==> config.mk <==
export PLATFORM = sky130hd
export DESIGN_NAME = sram_port_arbiter
export DESIGN_NICKNAME = d
export VERILOG_FILES = /design/src/rtl/sram_port_arbiter.sv
export SDC_FILE = /design/constraint.sdc
export NUM_CORES = 1
export LEC_CHECK = 0
export BUFFER_PORTS_ARGS = -buffer_cell sky130_fd_sc_hd__buf_4
export CORE_MARGIN = 3
export CORE_UTILIZATION = 38
export DETAILED_ROUTE_END_ITERATION = 6
export GPL_TIMING_DRIVEN = 0
export PLACE_DENSITY_LB_ADDON = 0.3
export SLEW_MARGIN = 20
export SYNTH_ARGS = -nofsm -noshare
export SYNTH_HDL_FRONTEND = slang
export SYNTH_SLANG_ARGS = --single-unit
==> constraint.sdc <==
create_clock -name clk -period 3.4 [get_ports clk]
set_clock_uncertainty 0.2 [all_clocks]
set_input_delay 0.17 -clock clk [delete_from_list [all_inputs] [get_ports clk]]
set_output_delay 0.17 -clock clk [all_outputs]
set_load 0.03 [all_outputs]
==> src/rtl/sram_port_arbiter.sv <==
// Shares a 1W/1R packet SRAM between NUM_REQ writers and NUM_REQ readers using
// independent round-robin arbiters, with one-cycle read return and write-to-read forwarding.
module sram_port_arbiter #(
   parameter int NUM_REQ    = 4,
   parameter int ADDR_WIDTH = 14,
   parameter int DATA_WIDTH = 16
) (
   input  logic                          clk,
   input  logic                          rst_n,
   input  logic [NUM_REQ-1:0]            wr_req,
   input  logic [NUM_REQ*ADDR_WIDTH-1:0] wr_addr,
   input  logic [NUM_REQ*DATA_WIDTH-1:0] wr_data,
   output logic [NUM_REQ-1:0]            wr_gnt,
   input  logic [NUM_REQ-1:0]            rd_req,
   input  logic [NUM_REQ*ADDR_WIDTH-1:0] rd_addr,
   output logic [NUM_REQ-1:0]            rd_gnt,
   output logic [NUM_REQ-1:0]            rd_vld,
   output logic [DATA_WIDTH-1:0]         rd_data,
   output logic                          sram_wr_en,
   output logic [ADDR_WIDTH-1:0]         sram_wr_addr,
   output logic [DATA_WIDTH-1:0]         sram_din,
   output logic                          sram_rd_en,
   output logic [ADDR_WIDTH-1:0]         sram_rd_addr,
   input  logic [DATA_WIDTH-1:0]         sram_dout
);

   localparam int PTR_W = (NUM_REQ > 1) ? $clog2(NUM_REQ) : 1;

   typedef logic [PTR_W-1:0] ptr_t;

   typedef struct packed {
      logic found;
      ptr_t idx;
   } pick_t;

   // First set bit at or after ptr, wrapping; the wrap is an explicit compare so
   // non-power-of-two requester counts never index past NUM_REQ-1.
   function automatic pick_t rr_pick(input logic [NUM_REQ-1:0] req, input ptr_t ptr);
      pick_t res;
      int    pos;
      ptr_t  sel;
      res = '0;
      for (int k = 0; k < NUM_REQ; k++) begin
         pos = int'(ptr) + k;
         if (pos >= NUM_REQ) pos = pos - NUM_REQ;
         sel = ptr_t'(pos);
         if (!res.found && req[sel]) begin
            res.found = 1'b1;
            res.idx   = sel;
         end
      end
      return res;
   endfunction

   function automatic ptr_t next_ptr(input ptr_t win);
      return (win == ptr_t'(NUM_REQ - 1)) ? '0 : win + ptr_t'(1);
   endfunction

   function automatic logic [NUM_REQ-1:0] onehot(input ptr_t i);
      return {{(NUM_REQ-1){1'b0}}, 1'b1} << i;
   endfunction

   logic [ADDR_WIDTH-1:0] wr_addr_a [NUM_REQ];
   logic [DATA_WIDTH-1:0] wr_data_a [NUM_REQ];
   logic [ADDR_WIDTH-1:0] rd_addr_a [NUM_REQ];

   for (genvar g = 0; g < NUM_REQ; g++) begin : g_unpack
      assign wr_addr_a[g] = wr_addr[g*ADDR_WIDTH +: ADDR_WIDTH];
      assign wr_data_a[g] = wr_data[g*DATA_WIDTH +: DATA_WIDTH];
      assign rd_addr_a[g] = rd_addr[g*ADDR_WIDTH +: ADDR_WIDTH];
   end

   ptr_t                  wr_ptr_q, wr_ptr_d;
   ptr_t                  rd_ptr_q, rd_ptr_d;
   logic                  rd_pend_q, rd_pend_d;
   ptr_t                  rd_tag_q, rd_tag_d;
   logic                  fwd_flag_q, fwd_flag_d;
   logic [DATA_WIDTH-1:0] fwd_data_q, fwd_data_d;
   logic [DATA_WIDTH-1:0] rd_hold_q, rd_hold_d;

   pick_t                 wr_pick, rd_pick;
   logic                  collision;
   logic [DATA_WIDTH-1:0] ret_data;

   assign wr_pick = rr_pick(wr_req, wr_ptr_q);
   assign rd_pick = rr_pick(rd_req, rd_ptr_q);

   // Grants and enables are qualified by rst_n so nothing reaches the SRAM during reset.
   assign wr_gnt       = (rst_n && wr_pick.found) ? onehot(wr_pick.idx) : '0;
   assign sram_wr_en   = rst_n & wr_pick.found;
   assign sram_wr_addr = wr_pick.found ? wr_addr_a[wr_pick.idx] : '0;
   assign sram_din     = wr_pick.found ? wr_data_a[wr_pick.idx] : '0;

   assign rd_gnt       = (rst_n && rd_pick.found) ? onehot(rd_pick.idx) : '0;
   assign sram_rd_en   = rst_n & rd_pick.found;
   assign sram_rd_addr = rd_pick.found ? rd_addr_a[rd_pick.idx] : '0;

   assign collision = sram_wr_en && sram_rd_en && (sram_wr_addr == sram_rd_addr);

   // The SRAM returns the old word on a same-address collision, so substitute the new one.
   assign ret_data = fwd_flag_q ? fwd_data_q : sram_dout;
   assign rd_data  = rd_pend_q ? ret_data : rd_hold_q;
   assign rd_vld   = rd_pend_q ? onehot(rd_tag_q) : '0;

   always_comb begin
      // NOTE: every next-state signal gets a default first so no path infers a latch.
      wr_ptr_d   = wr_ptr_q;
      rd_ptr_d   = rd_ptr_q;
      rd_pend_d  = rd_pick.found;
      rd_tag_d   = rd_tag_q;
      fwd_flag_d = collision;
      fwd_data_d = fwd_data_q;
      rd_hold_d  = rd_hold_q;
      if (wr_pick.found) wr_ptr_d = next_ptr(wr_pick.idx);
      if (rd_pick.found) begin
         rd_ptr_d = next_ptr(rd_pick.idx);
         rd_tag_d = rd_pick.idx;
      end
      if (collision) fwd_data_d = sram_din;
      if (rd_pend_q) rd_hold_d = ret_data;
   end

   always_ff @(posedge clk or negedge rst_n) begin
      if (!rst_n) begin
         wr_ptr_q   <= '0;
         rd_ptr_q   <= '0;
         rd_pend_q  <= 1'b0;
         rd_tag_q   <= '0;
         fwd_flag_q <= 1'b0;
         fwd_data_q <= '0;
         rd_hold_q  <= '0;
      end else begin
         // NOTE: non-blocking so every register samples pre-edge values of the others.
         wr_ptr_q   <= wr_ptr_d;
         rd_ptr_q   <= rd_ptr_d;
         rd_pend_q  <= rd_pend_d;
         rd_tag_q   <= rd_tag_d;
         fwd_flag_q <= fwd_flag_d;
         fwd_data_q <= fwd_data_d;
         rd_hold_q  <= rd_hold_d;
      end
   end

endmodule

* Word-level counts from Yosys, hierarchy flattened
Index checks and enable logic that the tools add are counted.
** Storage, ports and cells
- Register bits :: 40
- Input port bits :: 202
- Output and inout bits :: 74
- Word-level logic and storage cells :: 118
** Operators by class
- $add $sub $neg :: 16
- Magnitude comparators :: 18
- Equality and inequality tests :: 3
- Shift-type cells :: 3
- Multiplexer cells :: 51
- Bitwise operators :: 4
- Reductions and logical operators :: 16
** Operator list (number)
- 2-to-1 mux 14 bit :: 6
- 2-to-1 mux 16 bit :: 5
- binary-select mux 14 bit (select 2 bit) :: 2
- binary-select mux 16 bit (select 2 bit) :: 1
- >= comparator 3 bit (second input constant) :: 8
- < comparator 2 x 3 -> 1 bit (second input constant) :: 8
- 2-to-1 mux 3 bit :: 8
- 2-to-1 mux 2 bit :: 10
- binary-select mux 1 bit (select 2 bit) :: 8
- subtractor 2 x 1 -> 2 bit (second input constant) :: 8
- equality test 14 bit :: 1
- adder 2 x 2 -> 3 bit (second input constant) :: 4
- 2-to-1 mux 4 bit :: 3
- << shifter 1 x 2 -> 4 bit (first input constant) :: 3
- logical AND 1 bit :: 10
- 2-to-1 mux 1 bit :: 8
- adder 2 x 1 -> 3 bit (second input constant) :: 2
- >= comparator 2 x 3 -> 1 bit (second input constant) :: 2
- logical NOT 1 bit :: 6
- NOT 2 -> 3 bit :: 2
- adder 2 x 1 -> 2 bit (second input constant) :: 2
- equality test 2 bit (second input constant) :: 2
- AND 1 bit :: 2

* Logic depth before layout (Yosys ltp)
Gate-level depths: netlist of the first run.
- Word-level depth :: 21
- Mapped depth :: 14
- Mapped depth without buffers :: 10

* Worst setup path after synthesis of the first run
Ideal clock, no wire load.
- Kind :: register to register
- From :: register wr_ptr_q[1]
- To :: register fwd_data_q[6]
- Library setup time :: 0.125 ns
- Arrival time :: 3.618 ns
- Data required time :: 3.075 ns
- Slack :: -0.543 ns
- Stages on the path, launching flop included :: 13
- Buffers on the path :: 3
- Clock period less this slack :: 3.943 ns
- Cell sequence :: dfrtp_1 nand2_1 a211oi_2 nor2_4 buf_2 mux2i_1 a211oi_1 xnor2_1 nand4_1 or4b_1 buf_4 buf_12 mux2_4
** On the way
- Longest elaborated chain between the ends :: 21
- Elaborated cells on any way between the ends :: 46
- Classes of those cells :: add/sub: 7; order compare: 4; eq/ne: 1; mux: 24; bitwise: 2; reduce/logical: 8
** Ends and longest elaborated chain
- start, declared :: RTL line 73 : ptr_t wr_ptr_q, wr_ptr_d;
- start signal, assigned :: RTL line 134 : wr_ptr_q <= wr_ptr_d;
- parallel branches: the longest is 13 deep, another holds adder 2 x 1 -> 3 bit
- 2-to-1 mux 3 bit (*) :: RTL line 47 : if (!res.found && req[sel]) begin
- NOT 2 -> 3 bit (implied by the code) :: RTL line 91 : assign sram_wr_addr = wr_pick.found ? wr_addr_a[wr_pick.idx] : '0;
- binary-select mux 14 bit (select 2 bit) :: RTL line 91
- 2-to-1 mux 14 bit (implied by the code) (2 in series) :: RTL line 91
- 2-to-1 mux 14 bit (*) :: RTL line 91
- net sram_wr_addr[12] :: RTL line 20 : output logic [ADDR_WIDTH-1:0] sram_wr_addr,
- equality test 14 bit (*) :: RTL line 98 : assign collision = sram_wr_en && sram_rd_en && (sram_wr_addr == sram_rd_addr);
- logical AND 1 bit (*) :: RTL line 98
- end signal, assigned :: RTL line 139 : fwd_data_q <= fwd_data_d;
- end, declared :: RTL line 78 : logic [DATA_WIDTH-1:0] fwd_data_q, fwd_data_d;
Mark *: on every way through the listed nets, which the timed path passes. The select of a mux whose other input is x is not followed.
A chain may end at the register's enable or synchronous reset.

==> reports/results.tsv, run 1 <==
stage	metric	value	unit
cells_and_area	Layout Cells excl Fill	902	
grt	M2 GR Usage	57.8	%
sta	final worst slack	-195	ps
synthesis	register area share after synthesis	26.1	%
pwr	Int Pwr	2.36	mW
synthesis	Avg Inst Size Synth	8.19	um2
placement	DP Worst Slack	-572	ps
pwr	Reg power frac	12.2	%
worst_setup_path	CP peak stage delay	600	ps
cts	TritonCTS Buffers	5	
placement	global placer's final weighted congestion	0.957	
cts	clk_lat worst skew	300	ps
worst_setup_path	Worst path top cell family by delay	simple AND/OR/NAND/NOR gates	
cts	Clock H-tree levels	2	
status	failing checks	setup timing	
floorplan	die outline height	106	um
worst_setup_path	WP buf/inv	3	
grt	grt met3 use	5.89	%
sta	RSZ-0062 raised after global routing	true	
cells_and_area	Register Area	1000	um2
detailed_routing	drt pass-1 iters	5	
floorplan	IO Pins	276	
hold_path	min-delay src	sram_dout[8]	
cells_and_area	most common cell after layout, fill and taps aside	buf_4	
cts	clock sink count	40	
floorplan	cell row count	36	
cts	CTS tree	done	
worst_setup_path	critical path class	register to register	
sta	Max-slew headroom	48.5	%
worst_setup_path	Critical Path Start	rd_ptr_q[1]	
worst_setup_path	Crit-path slowest cell	or4b_4	
grt	initial antenna violation count	0	
status	status	finished, violations left	
cells_and_area	most frequent cells in the layout	buf_4 (291), nand2_1 (88), mux2i_1 (42)	
grt	remaining global-route overflow	0	
cts	CTS max path bufs	2	
synthesis	number of flops mapped to enable cells by yosys	0	
sta	setup TNS	-2940	ps
cts	Root Driver	clkbuf_8	
sta	Slew Viols, Final	0	
grt	GR Util All Layers	29.6	%
sta	Fin. Hold Viols	0	
synthesis	Post-Synthesis Cells	468	
hold_path	HP Class	input pin to register	
synthesis	Distinct cells, synth	60	
sta	worst slew pin tran	772	ps
cells_and_area	Core Util, Final	69.0	%
grt	busiest grt layer	met2	
cells_and_area	Area Overhead vs Synth	76.2	%
cells_and_area	area of the multi-input gates	3000	um2
synthesis	ys async rst share	100	%
grt	largest net degree at the start of global routing	51	
grt	vias in the first global route	4978	
sta	Final Setup Violations	16	
detailed_routing	final wirelength	18300	um
synthesis	Ys Warns	0	
synthesis	syn_nets	678	
detailed_routing	DRC viols	0	
placement	DP Cell Count	875	
worst_setup_path	critical path data arrival time	3580	ps
detailed_routing	via count	5002	
synthesis	number of register bits inferred by synthesis	40	
pwr	Switching Share	51.6	%
detailed_routing	via/cell ratio	5.55	
detailed_routing	detailed router's first-iteration violation count	278	
detailed_routing	antenna-violating nets left	0	
cells_and_area	# fillers	773	
pwr	Clk network pwr share	8.3	%
cts	clk slew on worst S/H paths	90	ps
pwr	NetSw	2.52	mW
placement	Port Buffers	273	
synthesis	Most used DFF post-synth	dfrtp_1	
synthesis	Mapped Area	3830	um2
sta	hold_ws	23.2	ps
worst_setup_path	CP required	3390	ps
pwr	PD cells	724	nW/um2
pwr	Worst VDD drop	628	uV
floorplan	Die W	106	um
cells_and_area	Final nets	978	
pwr	P_leak	3.41	nW
cells_and_area	antenna cell count	0	
worst_setup_path	Crit. End Element	register	
pwr	combinational share of power	79.5	%
sta	Period Utilization, post-route	106	%
flow_run	Max Cap Viol	0	
worst_setup_path	Worst path most repeated cell	buf_12	
grt	first-pass GRT wire length	26400	um
floorplan	Die ar.	11300	um2
grt	met1 Resource Use GR	31.0	%
floorplan	Core Region	9770	um2
sta	Final min period	3590	ps
cells_and_area	proportion of layout cells with a drive suffix above 1	51.4	%
placement	Final HPWL DP	14600	um
worst_setup_path	crit path cell chain	nand2b_2 -> a21oi_4 -> nor2_4 -> inv_4 -> buf_12 -> mux2i_4 -> o22ai_4 -> xor2_1 -> or4_4 -> or4b_4 -> buf_12 -> mux2_4	
detailed_routing	WL per Instance	20.3	um
floorplan	Initial Utilization	39.2	%
worst_setup_path	Startpoint Class	register	
worst_setup_path	Worst R2R Start	rd_ptr_q[1]	
worst_setup_path	CP max FO	10	
sta	f_max	0.278	GHz
sequential cells by signal, summed over array words and instances, names as in the netlist:
| signal | flops |
|---|---|
| fwd_data_q | 16 |
| fwd_flag_q | 1 |
| rd_hold_q | 16 |
| rd_pend_q | 1 |
| rd_ptr_q | 2 |
| rd_tag_q | 2 |
| wr_ptr_q | 2 |
cells by family (layout without fill, tap and decap cells):
family | after synthesis | after routing | share of synthesized area [%]
DFF | 40 | 40 | 26.1
muxes | 68 | 68 | 19.3
adders and majority gates | 8 | 8 | 2.61
buffers and inverters | 38 | 339 | 4.96
xor gates and xnor gates | 10 | 10 | 2.29
and+or+nand+nor | 201 | 201 | 25.3
AOI/OAI and AO/OA | 103 | 103 | 19.4
area by class of cell:
type / instances / area share, %
clock inverters: 3 / 0.686
clock buffers: 5 / 1.02
plain buffers: 30 / 3.06
inverters: 7 / 0.463
well taps: 133 / 2.47
repair buffers: 294 / 32.9
multi-input cells: 390 / 44.5
flip-flops and latches: 40 / 14.9
tightest hold or removal path, delay by kind of cell:
family / cells / cell delay, ps
AO/OA/AOI/OAI: 1 / 100
multiplexers: 1 / 110
buffers and inverters: 1 / 110
cell usage after synthesis, drive strengths merged, types with 2 or more instances:
cell type,count,area (um2)
nand2,92,350
mux2i,51,510
dfrtp,40,1000
and3,34,213
nor2,27,116
nand3,23,115
a21oi,17,88.8
a311oi,17,149
clkbuf,17,63.8
mux2,17,229
o21ai,17,85.1
o22ai,16,120
buf,14,97.6
a211oi,9,72.6
a21o,9,67.6
xnor2,9,78.8
ha,8,100
inv,7,28.8
nor2b,7,43.8
nand4,4,25.0
a22oi,2,15.0
a311o,2,20.0
a31o,2,17.5
nor4,2,12.5
nor4b,2,17.5
o21ba,2,20.0
o21bai,2,15.0
worst paths after layout:
kind	endpoint	slack, ps	cells past startpoint
min	rd_hold_q[8]	20	3
min in group asynchronous	rd_hold_q[11]	220	2
max in group asynchronous	wr_ptr_q[0]	2340	2
max reg2reg	fwd_data_q[1]	-190	12
min reg2reg	fwd_data_q[13]	320	1
max	fwd_data_q[1]	-190	12
power groups by stage:
stage,combinational (mW),clock [mW],sequential (mW)
floorplan,2.33,0,0.579
global placement,3.47,0,0.589
detailed placement,3.53,0,0.595
CTS,3.77,0.411,0.590
global route,4.10,0.436,0.608
finish,3.89,0.405,0.599
per-stage QoR:
stage	instance area [um2]	total power, mW
after floorplan	4010	2.91
after global placement	6220	4.06
after detailed placement	6240	4.12
after CTS	6630	4.77
after global routing	6750	5.14
final	6750	4.89
per-layer routing:
layer | part of all wire (%) | wire, um
met1 | 35 | 6360
met2 | 54 | 9870
met3 | 7.1 | 1300
met4 | 4.0 | 733
met5 | 0 | 0
timing repair:
item,4_1_cts,5_1_grt
setup endpoints to repair,34,29
endpoints found under the hold margin,40,0
hold buffers,1,0
resized for setup,36,34
pin swaps,5,11
buffers inserted,17,2
gates cloned,0,0
No activity file was read; power rests on OpenSTA's default activity.
==> inputs of run 2 (changes only) <==
--- a/config.mk
+++ b/config.mk
@@ -10,6 +10,7 @@
 export CORE_UTILIZATION = 38
 export DETAILED_ROUTE_END_ITERATION = 6
 export GPL_TIMING_DRIVEN = 0
+export HOLD_SLACK_MARGIN = 0.1
 export PLACE_DENSITY_LB_ADDON = 0.3
 export SLEW_MARGIN = 20
 export SYNTH_ARGS = -nofsm -noshare
==> run 2 against run 1 <==
  * Non-clock buffer count grew 18
  * Sequential share of layout area is 0.42 points lower
  * First-iteration DRC count grew 26%
  * Utilization increased by 2.0 points
  * The run still ends with setup timing left
  * Via count up 1.4%
  * Final cell count increased by 2.0%
==> reports/results.tsv, run 2 (synthesized netlist as in run 1, its figures left out) <==
stage	metric	value	unit
cts	CTS max path bufs	2	
cts	Clock H-tree levels	2	
detailed_routing	via/cell ratio	5.51	
grt	largest net degree at the start of global routing	51	
sta	Fin. Hold Viols	0	
cells_and_area	Area Overhead vs Synth	81.3	%
cells_and_area	Register Area	1000	um2
grt	first-pass GRT wire length	26800	um
cts	clk slew on worst S/H paths	90	ps
cts	clock sink count	40	
sta	worst slew pin tran	748	ps
sta	f_max	0.279	GHz
cts	TritonCTS Buffers	5	
floorplan	Initial Utilization	39.2	%
worst_setup_path	critical path class	register to register	
placement	global placer's final weighted congestion	0.957	
detailed_routing	via count	5073	
cts	clk_lat worst skew	300	ps
grt	GR Util All Layers	30.1	%
pwr	P_leak	3.49	nW
floorplan	Die W	106	um
status	status	finished, violations left	
worst_setup_path	CP max FO	10	
sta	Final Setup Violations	16	
cells_and_area	proportion of layout cells with a drive suffix above 1	50.1	%
worst_setup_path	Reg-to-Reg End	fwd_data_q[7]	
detailed_routing	DRC viols	0	
pwr	NetSw	2.54	mW
floorplan	Core Region	9770	um2
cells_and_area	most common cell after layout, fill and taps aside	buf_4	
floorplan	cell row count	36	
hold_path	HP Class	input pin to register	
cts	Root Driver	clkbuf_8	
detailed_routing	antenna-violating nets left	0	
worst_setup_path	critical path data arrival time	3570	ps
worst_setup_path	Worst R2R Start	wr_ptr_q[0]	
cts	CTS tree	done	
placement	Placed Area	6240	um2
placement	Final HPWL DP	14600	um
grt	vias in the first global route	5106	
pwr	Int Pwr	2.38	mW
hold_path	min-delay src	wr_req[0]	
floorplan	IO Pins	276	
status	failing checks	setup timing	
worst_setup_path	flop2flop setup slack	-190	ps
sta	Max-slew headroom	50.1	%
pwr	Clk network pwr share	8.2	%
worst_setup_path	Startpoint Class	register	
cells_and_area	most frequent cells in the layout	buf_4 (291), nand2_1 (88), mux2i_1 (42)	
cells_and_area	largest registers	fwd_data_q (16), rd_hold_q (16)	
worst_setup_path	Crit-path slowest cell	or4b_4	
placement	Port Buffers	273	
pwr	Switching Share	51.6	%
placement	DP Worst Slack	-572	ps
flow_run	Max Cap Viol	0	
cells_and_area	area of the multi-input gates	3020	um2
floorplan	Die ar.	11300	um2
sta	Slew Viols, Final	0	
hold_path	Hold EP	wr_ptr_q[0]	
worst_setup_path	Crit. End Element	register	
pwr	Reg power frac	12.2	%
pwr	PD cells	708	nW/um2
worst_setup_path	CP required	3380	ps
sta	Final min period	3590	ps
pwr	combinational share of power	79.6	%
cells_and_area	final instance area	6950	um2
worst_setup_path	CP peak stage delay	600	ps
detailed_routing	final wirelength	18500	um
worst_setup_path	crit path cell chain	nor2b_4 -> nor2_1 -> o221a_4 -> inv_4 -> buf_8 -> nand3_1 -> a22oi_1 -> nand4b_1 -> or4_4 -> or4b_4 -> buf_12 -> mux2_4	
detailed_routing	WL per Instance	20.1	um
pwr	Worst VDD drop	625	uV
cells_and_area	antenna cell count	0	
sta	RSZ-0062 raised after global routing	true	
cells_and_area	Final nets	996	
grt	remaining global-route overflow	0	
floorplan	die outline height	106	um
detailed_routing	detailed router's first-iteration violation count	351	
cells_and_area	Core Util, Final	71.1	%
grt	initial antenna violation count	0	
sta	Period Utilization, post-route	105	%
hold_path	worst hold stages	4	
cells_and_area	# fillers	741	
detailed_routing	drt pass-1 iters	5	
worst_setup_path	Worst Reg-to-Reg Cells	12	
sta	final worst slack	-186	ps
## run 2: critical path, delay by kind of cell (launching register included)
| kind | cells | cell delay (ps) |
|---|---|---|
| simple gates | 6 | 1730 |
| buf+inv | 3 | 400 |
| compound gates | 2 | 400 |
| mux | 1 | 300 |
| flops | 1 | 430 |
## run 2: layout make-up
class                   instances  area share (%)
plain buffers                  30            2.97
clock buffers                   5           0.991
clock inverters                 3           0.667
inverters                       7           0.450
multi-input cells             390            43.5
flip-flops and latches         40            14.5
well taps                     133            2.40
repair buffers                312            34.6
## run 2: per-layer routing
metal / vias up / part of all wire [%] / track usage [%]
li1: 2347 / - / -
met1: 2380 / 35 / 31.9
met2: 294 / 54 / 58.7
met3: 52 / 7.3 / 5.46
met4: 0 / 3.4 / 11.0
met5: - / 0 / 0
## run 2: what timing repair did
item,in CTS,in global routing
resized for setup,36,36
pin swaps,5,11
hold endpoints to repair,61,0
buffers inserted,17,2
hold buffers,19,0
setup endpoints to repair,34,29
## run 2: worst max path at each step
stage                      startpoint  depth (start not counted)             to  slack, ps
final                     wr_ptr_q[0]                         12  fwd_data_q[7]       -190
after global routing      wr_ptr_q[0]                         12  fwd_data_q[2]       -270
after CTS                 rd_ptr_q[1]                         13  fwd_data_q[9]       -210
after detailed placement  rd_ptr_q[1]                         12  fwd_data_q[1]       -570
after global placement    wr_ptr_q[0]                         13  fwd_data_q[9]       -490
after floorplan           rd_ptr_q[1]                         13  fwd_data_q[0]       -180
## run 2: power by group through the flow
stage | clock, mW | combinational (mW) | sequential (mW)
CTS | 0.411 | 3.79 | 0.590
global route | 0.436 | 4.13 | 0.609
detailed placement | 0 | 3.53 | 0.595
floorplan | 0 | 2.33 | 0.579
finish | 0.404 | 3.91 | 0.599
global placement | 0 | 3.47 | 0.589
## run 2: per-stage QoR
stage	cells	power (mW)	hold WS, ps	setup TNS, ps
after floorplan	468	2.91	-326	-2150
final	920	4.92	153	-2790
after CTS	919	4.79	110	-2520
after global routing	920	5.17	172	-4200
after global placement	874	4.06	5.25	-7060
after detailed placement	875	4.12	14.7	-8340
